### src/rtl/bp_pkg.sv
// Shared types and helpers for the bimodal branch predictor.
//   bp_update_t : one EX-stage branch resolution (pc, taken, mispredict)
//   sat_inc     : saturating increment up to a given maximum
//   sat_dec     : saturating decrement down to zero
package bp_pkg;

    // Widest PC carried in an update record; narrower PCs are zero-extended.
    localparam int BP_PC_W = 64;

    // Static rule: a target below the branch PC (a loop back-edge) predicts taken.
    localparam bit BTFN_BACKWARD_TAKEN = 1'b1;

    typedef struct packed {
        logic [BP_PC_W-1:0] pc;
        logic               taken;
        logic               mispredict;
    } bp_update_t;

    function automatic logic [3:0] sat_inc(input logic [3:0] ctr, input logic [3:0] max);
        return (ctr >= max) ? max : ctr + 4'd1;
    endfunction

    function automatic logic [3:0] sat_dec(input logic [3:0] ctr);
        return (ctr == 4'd0) ? 4'd0 : ctr - 4'd1;
    endfunction

endpackage

### src/rtl/bp_sat_counter_table.sv
// Direct-mapped table of saturating counters with per-entry valid bits.
//   clk, rst_n   : clock, synchronous active-low reset (clears every entry in one cycle)
//   rd_idx_i     : read index (from the IF-stage PC)
//   rd_taken_o   : MSB of the addressed counter
//   rd_vld_o     : addressed entry has been trained
//   wr_en_i      : apply one training update this cycle
//   wr_i         : update record (pc selects the entry, taken selects direction)
module bp_sat_counter_table
    import bp_pkg::*;
#(
    parameter int ENTRIES  = 64,
    parameter int CTR_BITS = 2,
    parameter int IDX_W    = $clog2(ENTRIES)
) (
    input  logic             clk,
    input  logic             rst_n,
    input  logic [IDX_W-1:0] rd_idx_i,
    output logic             rd_taken_o,
    output logic             rd_vld_o,
    input  logic             wr_en_i,
    input  bp_update_t       wr_i
);

    localparam logic [CTR_BITS-1:0] WEAK_T  = CTR_BITS'(1) << (CTR_BITS - 1);
    localparam logic [CTR_BITS-1:0] WEAK_NT = WEAK_T - CTR_BITS'(1);
    localparam logic [CTR_BITS-1:0] CTR_MAX = '1;

    logic [CTR_BITS-1:0] ctr_q [ENTRIES];
    logic [CTR_BITS-1:0] ctr_d [ENTRIES];
    logic [ENTRIES-1:0]  vld_q;
    logic [ENTRIES-1:0]  vld_d;
    logic [IDX_W-1:0]    wr_idx;
    logic                unused_wr;

    assign wr_idx    = wr_i.pc[IDX_W+1:2];
    assign unused_wr = ^{wr_i.pc, wr_i.mispredict};

    // Reads see the registered state only: a same-cycle update is not bypassed.
    assign rd_taken_o = ctr_q[rd_idx_i][CTR_BITS-1];
    assign rd_vld_o   = vld_q[rd_idx_i];

    always_comb begin
        ctr_d = ctr_q;
        vld_d = vld_q;
        if (wr_en_i) begin
            if (!vld_q[wr_idx]) begin
                // First sighting seeds the counter on the weak side of the outcome.
                vld_d[wr_idx] = 1'b1;
                ctr_d[wr_idx] = wr_i.taken ? WEAK_T : WEAK_NT;
            end else if (wr_i.taken) begin
                ctr_d[wr_idx] = CTR_BITS'(sat_inc(4'(ctr_q[wr_idx]), 4'(CTR_MAX)));
            end else begin
                ctr_d[wr_idx] = CTR_BITS'(sat_dec(4'(ctr_q[wr_idx])));
            end
        end
    end

    always_ff @(posedge clk) begin
        if (!rst_n) begin
            for (int i = 0; i < ENTRIES; i++) begin
                ctr_q[i] <= WEAK_NT;
            end
            vld_q <= '0;
        end else begin
            ctr_q <= ctr_d;
            vld_q <= vld_d;
        end
    end

endmodule

### src/rtl/bimodal_branch_predictor.sv
// Bimodal branch predictor with static backward-taken/forward-not-taken fallback.
//   clk, rst_n          : clock, synchronous active-low reset
//   branch_instruction  : IF - current instruction is a conditional branch
//   current_pc/target_pc: IF - branch PC and computed target
//   branch_taken        : IF - predicted direction (combinational)
//   pred_from_table     : IF - 1 when a trained table entry supplied the prediction
//   update_*            : EX - one resolved branch per cycle
//   perf_branches       : saturating count of resolved branches
//   perf_mispredicts    : saturating count of mispredicted branches
module bimodal_branch_predictor
    import bp_pkg::*;
#(
    parameter int XLEN        = 32,
    parameter int BHT_ENTRIES = 64,
    parameter int CTR_BITS    = 2,
    parameter int MODE        = 1,
    parameter int PERF_W      = 32
) (
    input  logic              clk,
    input  logic              rst_n,
    input  logic              branch_instruction,
    input  logic [XLEN-1:0]   current_pc,
    input  logic [XLEN-1:0]   target_pc,
    output logic              branch_taken,
    output logic              pred_from_table,
    input  logic              update_valid,
    input  logic [XLEN-1:0]   update_pc,
    input  logic              update_taken,
    input  logic              update_mispredict,
    output logic [PERF_W-1:0] perf_branches,
    output logic [PERF_W-1:0] perf_mispredicts
);

    localparam int IDX_W = $clog2(BHT_ENTRIES);

    bp_update_t        upd;
    logic              tbl_taken;
    logic              tbl_vld;
    logic              btfn_taken;
    logic [PERF_W-1:0] br_q, br_d;
    logic [PERF_W-1:0] mp_q, mp_d;

    assign upd.pc         = BP_PC_W'(update_pc);
    assign upd.taken      = update_taken;
    assign upd.mispredict = update_mispredict;

    bp_sat_counter_table #(
        .ENTRIES  (BHT_ENTRIES),
        .CTR_BITS (CTR_BITS),
        .IDX_W    (IDX_W)
    ) u_table (
        .clk        (clk),
        .rst_n      (rst_n),
        .rd_idx_i   (current_pc[IDX_W+1:2]),
        .rd_taken_o (tbl_taken),
        .rd_vld_o   (tbl_vld),
        .wr_en_i    (update_valid && (MODE == 1)),
        .wr_i       (upd)
    );

    assign btfn_taken = (target_pc < current_pc) ? BTFN_BACKWARD_TAKEN : !BTFN_BACKWARD_TAKEN;

    always_comb begin
        branch_taken    = 1'b0;
        pred_from_table = 1'b0;
        if (branch_instruction) begin
            if ((MODE == 1) && tbl_vld) begin
                branch_taken    = tbl_taken;
                pred_from_table = 1'b1;
            end else begin
                branch_taken    = btfn_taken;
            end
        end
    end

    // Counters stick at all-ones rather than wrapping.
    always_comb begin
        br_d = br_q;
        mp_d = mp_q;
        if (update_valid && (br_q != '1)) begin
            br_d = br_q + PERF_W'(1);
        end
        if (update_valid && update_mispredict && (mp_q != '1)) begin
            mp_d = mp_q + PERF_W'(1);
        end
    end

    always_ff @(posedge clk) begin
        if (!rst_n) begin
            br_q <= '0;
            mp_q <= '0;
        end else begin
            br_q <= br_d;
            mp_q <= mp_d;
        end
    end

    assign perf_branches    = br_q;
    assign perf_mispredicts = mp_q;

endmodule

### config.mk
export PLATFORM = sky130hd
export DESIGN_NAME = bimodal_branch_predictor
export DESIGN_NICKNAME = d
export VERILOG_FILES = /design/src/rtl/bp_pkg.sv /design/src/rtl/bp_sat_counter_table.sv /design/src/rtl/bimodal_branch_predictor.sv
export SDC_FILE = /design/constraint.sdc
export NUM_CORES = 1
export LEC_CHECK = 0
export CORE_ASPECT_RATIO = 0.6
export CORE_MARGIN = 2
export CORE_UTILIZATION = 27
export CTS_CLUSTER_SIZE = 25
export DETAILED_ROUTE_END_ITERATION = 10
export GPL_ROUTABILITY_DRIVEN = 1
export PLACE_DENSITY = 0.45
export SLEW_MARGIN = 20
export SYNTH_ARGS = -nofsm -noshare
export SYNTH_HDL_FRONTEND = slang
export SYNTH_HIERARCHICAL = 1
export SYNTH_SLANG_ARGS = --single-unit
### constraint.sdc
create_clock -name clk -period 5.7 [get_ports clk]
set_clock_uncertainty 0.05 [all_clocks]
set_input_delay 1.14 -clock clk [delete_from_list [all_inputs] [get_ports clk]]
set_output_delay 1.14 -clock clk [all_outputs]
set_load 0.01 [all_outputs]
==> flow_summary.toml <==
[sta]
hold_viol = 0
setup_viol = 0
fin_crit_ns = 5.488
slew_headroom = 0.2571
rsz0062_at_grt = "no"
fmax_mhz = 182.2
tns_ns = 0
drv_slew = 0
fin_crit_sh = 0.9629
tightest_slew_ns = 1.106

[floorplanning]
rows = 63
die_x_um = 293.7
io_pins = 168
coreArea_mm2 = 0.04958
start_util = 0.2742
die_h_um = 177.8
dieArea_mm2 = 0.05223

[drt]
drt-pass1-iter-count = 5
drt-vias-per-instance = 5.494
dr.first_iter.drc_count = 1283
post-route-drc-count = 0
wl_per_cell_um = 22.24
wl_mm = 50.64
drtAntennaViolNets = 0
num_vias = 12510

[synthesis]
syn_area_mm2 = 0.01360
synth_nets = 1645
syn_inst = 1510
synth_warnings = 6
syn_avg_cell_area_um2 = 9.004

[power_and_ir_drop]
power.total_uw = 4094
combinationalPowerShare = 0.104
cellLeakagePower_uw = 0.005769
sequentialPowerShare = 0.442
p_clk_frac = 0.454
p_sw_uw = 1056
worst_ir_drop_vdd_uv = 229.3
intPower_uw = 3038
power_density_mw_per_mm2 = 246.9
swShare = 0.2579

[flow_run]
maxCapViolations = 0

[global_routing]
grt_pass1_wl_mm = 75.92
grt_max_degree = 88
antenna_found_initial = 2
gr-total-overflow = 0
track_usage = 0.1895
grt_pass1_vias = 11800

[final_layout]
syn2layout_area_growth_pct = 21.96
final_cell_mix = "dfxtp_1, nand2_1, clkdlybuf4s50_1"
drive_gt1_frac = 0.1256
final_common_cell = "dfxtp_1"
postLayoutCellArea_mm2 = 0.01658
final_nets = 1739

[cts]
cts_root_buf = "clkbuf_16"
cts_tree = "done"
cts_hold_buf = 0
cts-buffers-inserted = 26
htree_num_levels = 1
clkTransAtPathRegs_ns = 0.06
clockBufferDepth = 3
insertion_delay_ns = 0.57
cts_sinks = 256

[outcome]
status = "finished clean"

[placement]
hpwl_mm = 36.12
routabilityCongestion = 0.8617
port_buffers = 141
place_area_mm2 = 0.01565

[critical_path]
crit-reg2reg-launch = "u_table/vld_q[21]"
criticalPathCategory = "in2out"
worstPathRequired_ns = 4.51
cp.arrival_ns = 4.30
worstSetupEndpointType = "output pin"
timing.reg2reg.setup_slack_ns = 2.44
cp-startpoint = "current_pc[2]"
start_kind = "input pin"
crit_path_max_fanout = 9

[worst_hold_path]
worstHoldStart = "u_table/ctr_q[76]"
worstHoldPathType = "reg2reg"
-- final timing paths --
path | endpoint | cells after the start
max | branch_taken | 11
min | u_table/ctr_q[76] | 2
max reg2reg | u_table/ctr_q[92] | 9
min reg2reg | u_table/ctr_q[76] | 2
-- through the flow --
stage | setup WS [ns] | instances | hold slack, ns | util
detailed placement | 0.09020 | 2226 | 0.4111 | 0.3157
CTS | 0.08074 | 2274 | 0.4273 | 0.3342
global placement | 0.07885 | 2226 | 0.3982 | 0.3157
global route | 0.01339 | 2276 | 0.4470 | 0.3344
floorplan | 0.3058 | 1510 | 0.3830 | -
finish | 0.2117 | 2277 | 0.4230 | 0.3344
-- metal layers --
layer | up-vias | wire [µm] | share of wire | global-route usage
met5 | - | 0 | 0 | 0
met4 | 0 | 823 | 0.016 | 0.03210
met2 | 462 | 19560 | 0.39 | 0.2527
met1 | 6113 | 26310 | 0.52 | 0.3034
li1 | 5869 | - | - | -
met3 | 66 | 3949 | 0.078 | 0.04271
-- critical path, stage by stage --
cell,delay (ns)
buf_2,0.16
buf_12,0.16
mux4_2,0.51
mux4_2,0.53
mux4_2,0.52
nor2_1,0.13
nand2_1,0.07
a211oi_2,0.18
o211ai_1,0.12
o31ai_1,0.20
clkdlybuf4s50_1,0.58
-- final cells by class --
type	count	area, µm²
Inverter	47	178.9
Fill cell	5104	33000
Antenna cell	3	7.507
Multi-Input combinational cell	1088	7752
Clock buffer	38	775.7
Clock inverter	10	140.1
Tap cell	650	813.3
Timing Repair Buffer	185	1789
Sequential cell	256	5125
-- power groups by stage --
stage	clock [µW]	sequential, µW	combinational (µW)
floorplan	0	1850	242
global placement	0	1850	421
detailed placement	0	1850	425
CTS	1900	1810	426
global route	1990	1810	459
finish	1860	1810	426
-- what timing repair did --
item | CTS | global route
buffers inserted | 0 | 0
endpoints found under the hold margin | 0 | 0
resized for setup | 0 | 1
endpoints found under the setup margin | 0 | 1
-- state kept, by name (all words and copies together) (netlist names) --
register	cells
perf_branches	32
perf_mispredicts	32
u_table/ctr_q	128
u_table/vld_q	64
No activity file was read; power rests on OpenSTA's default activity.
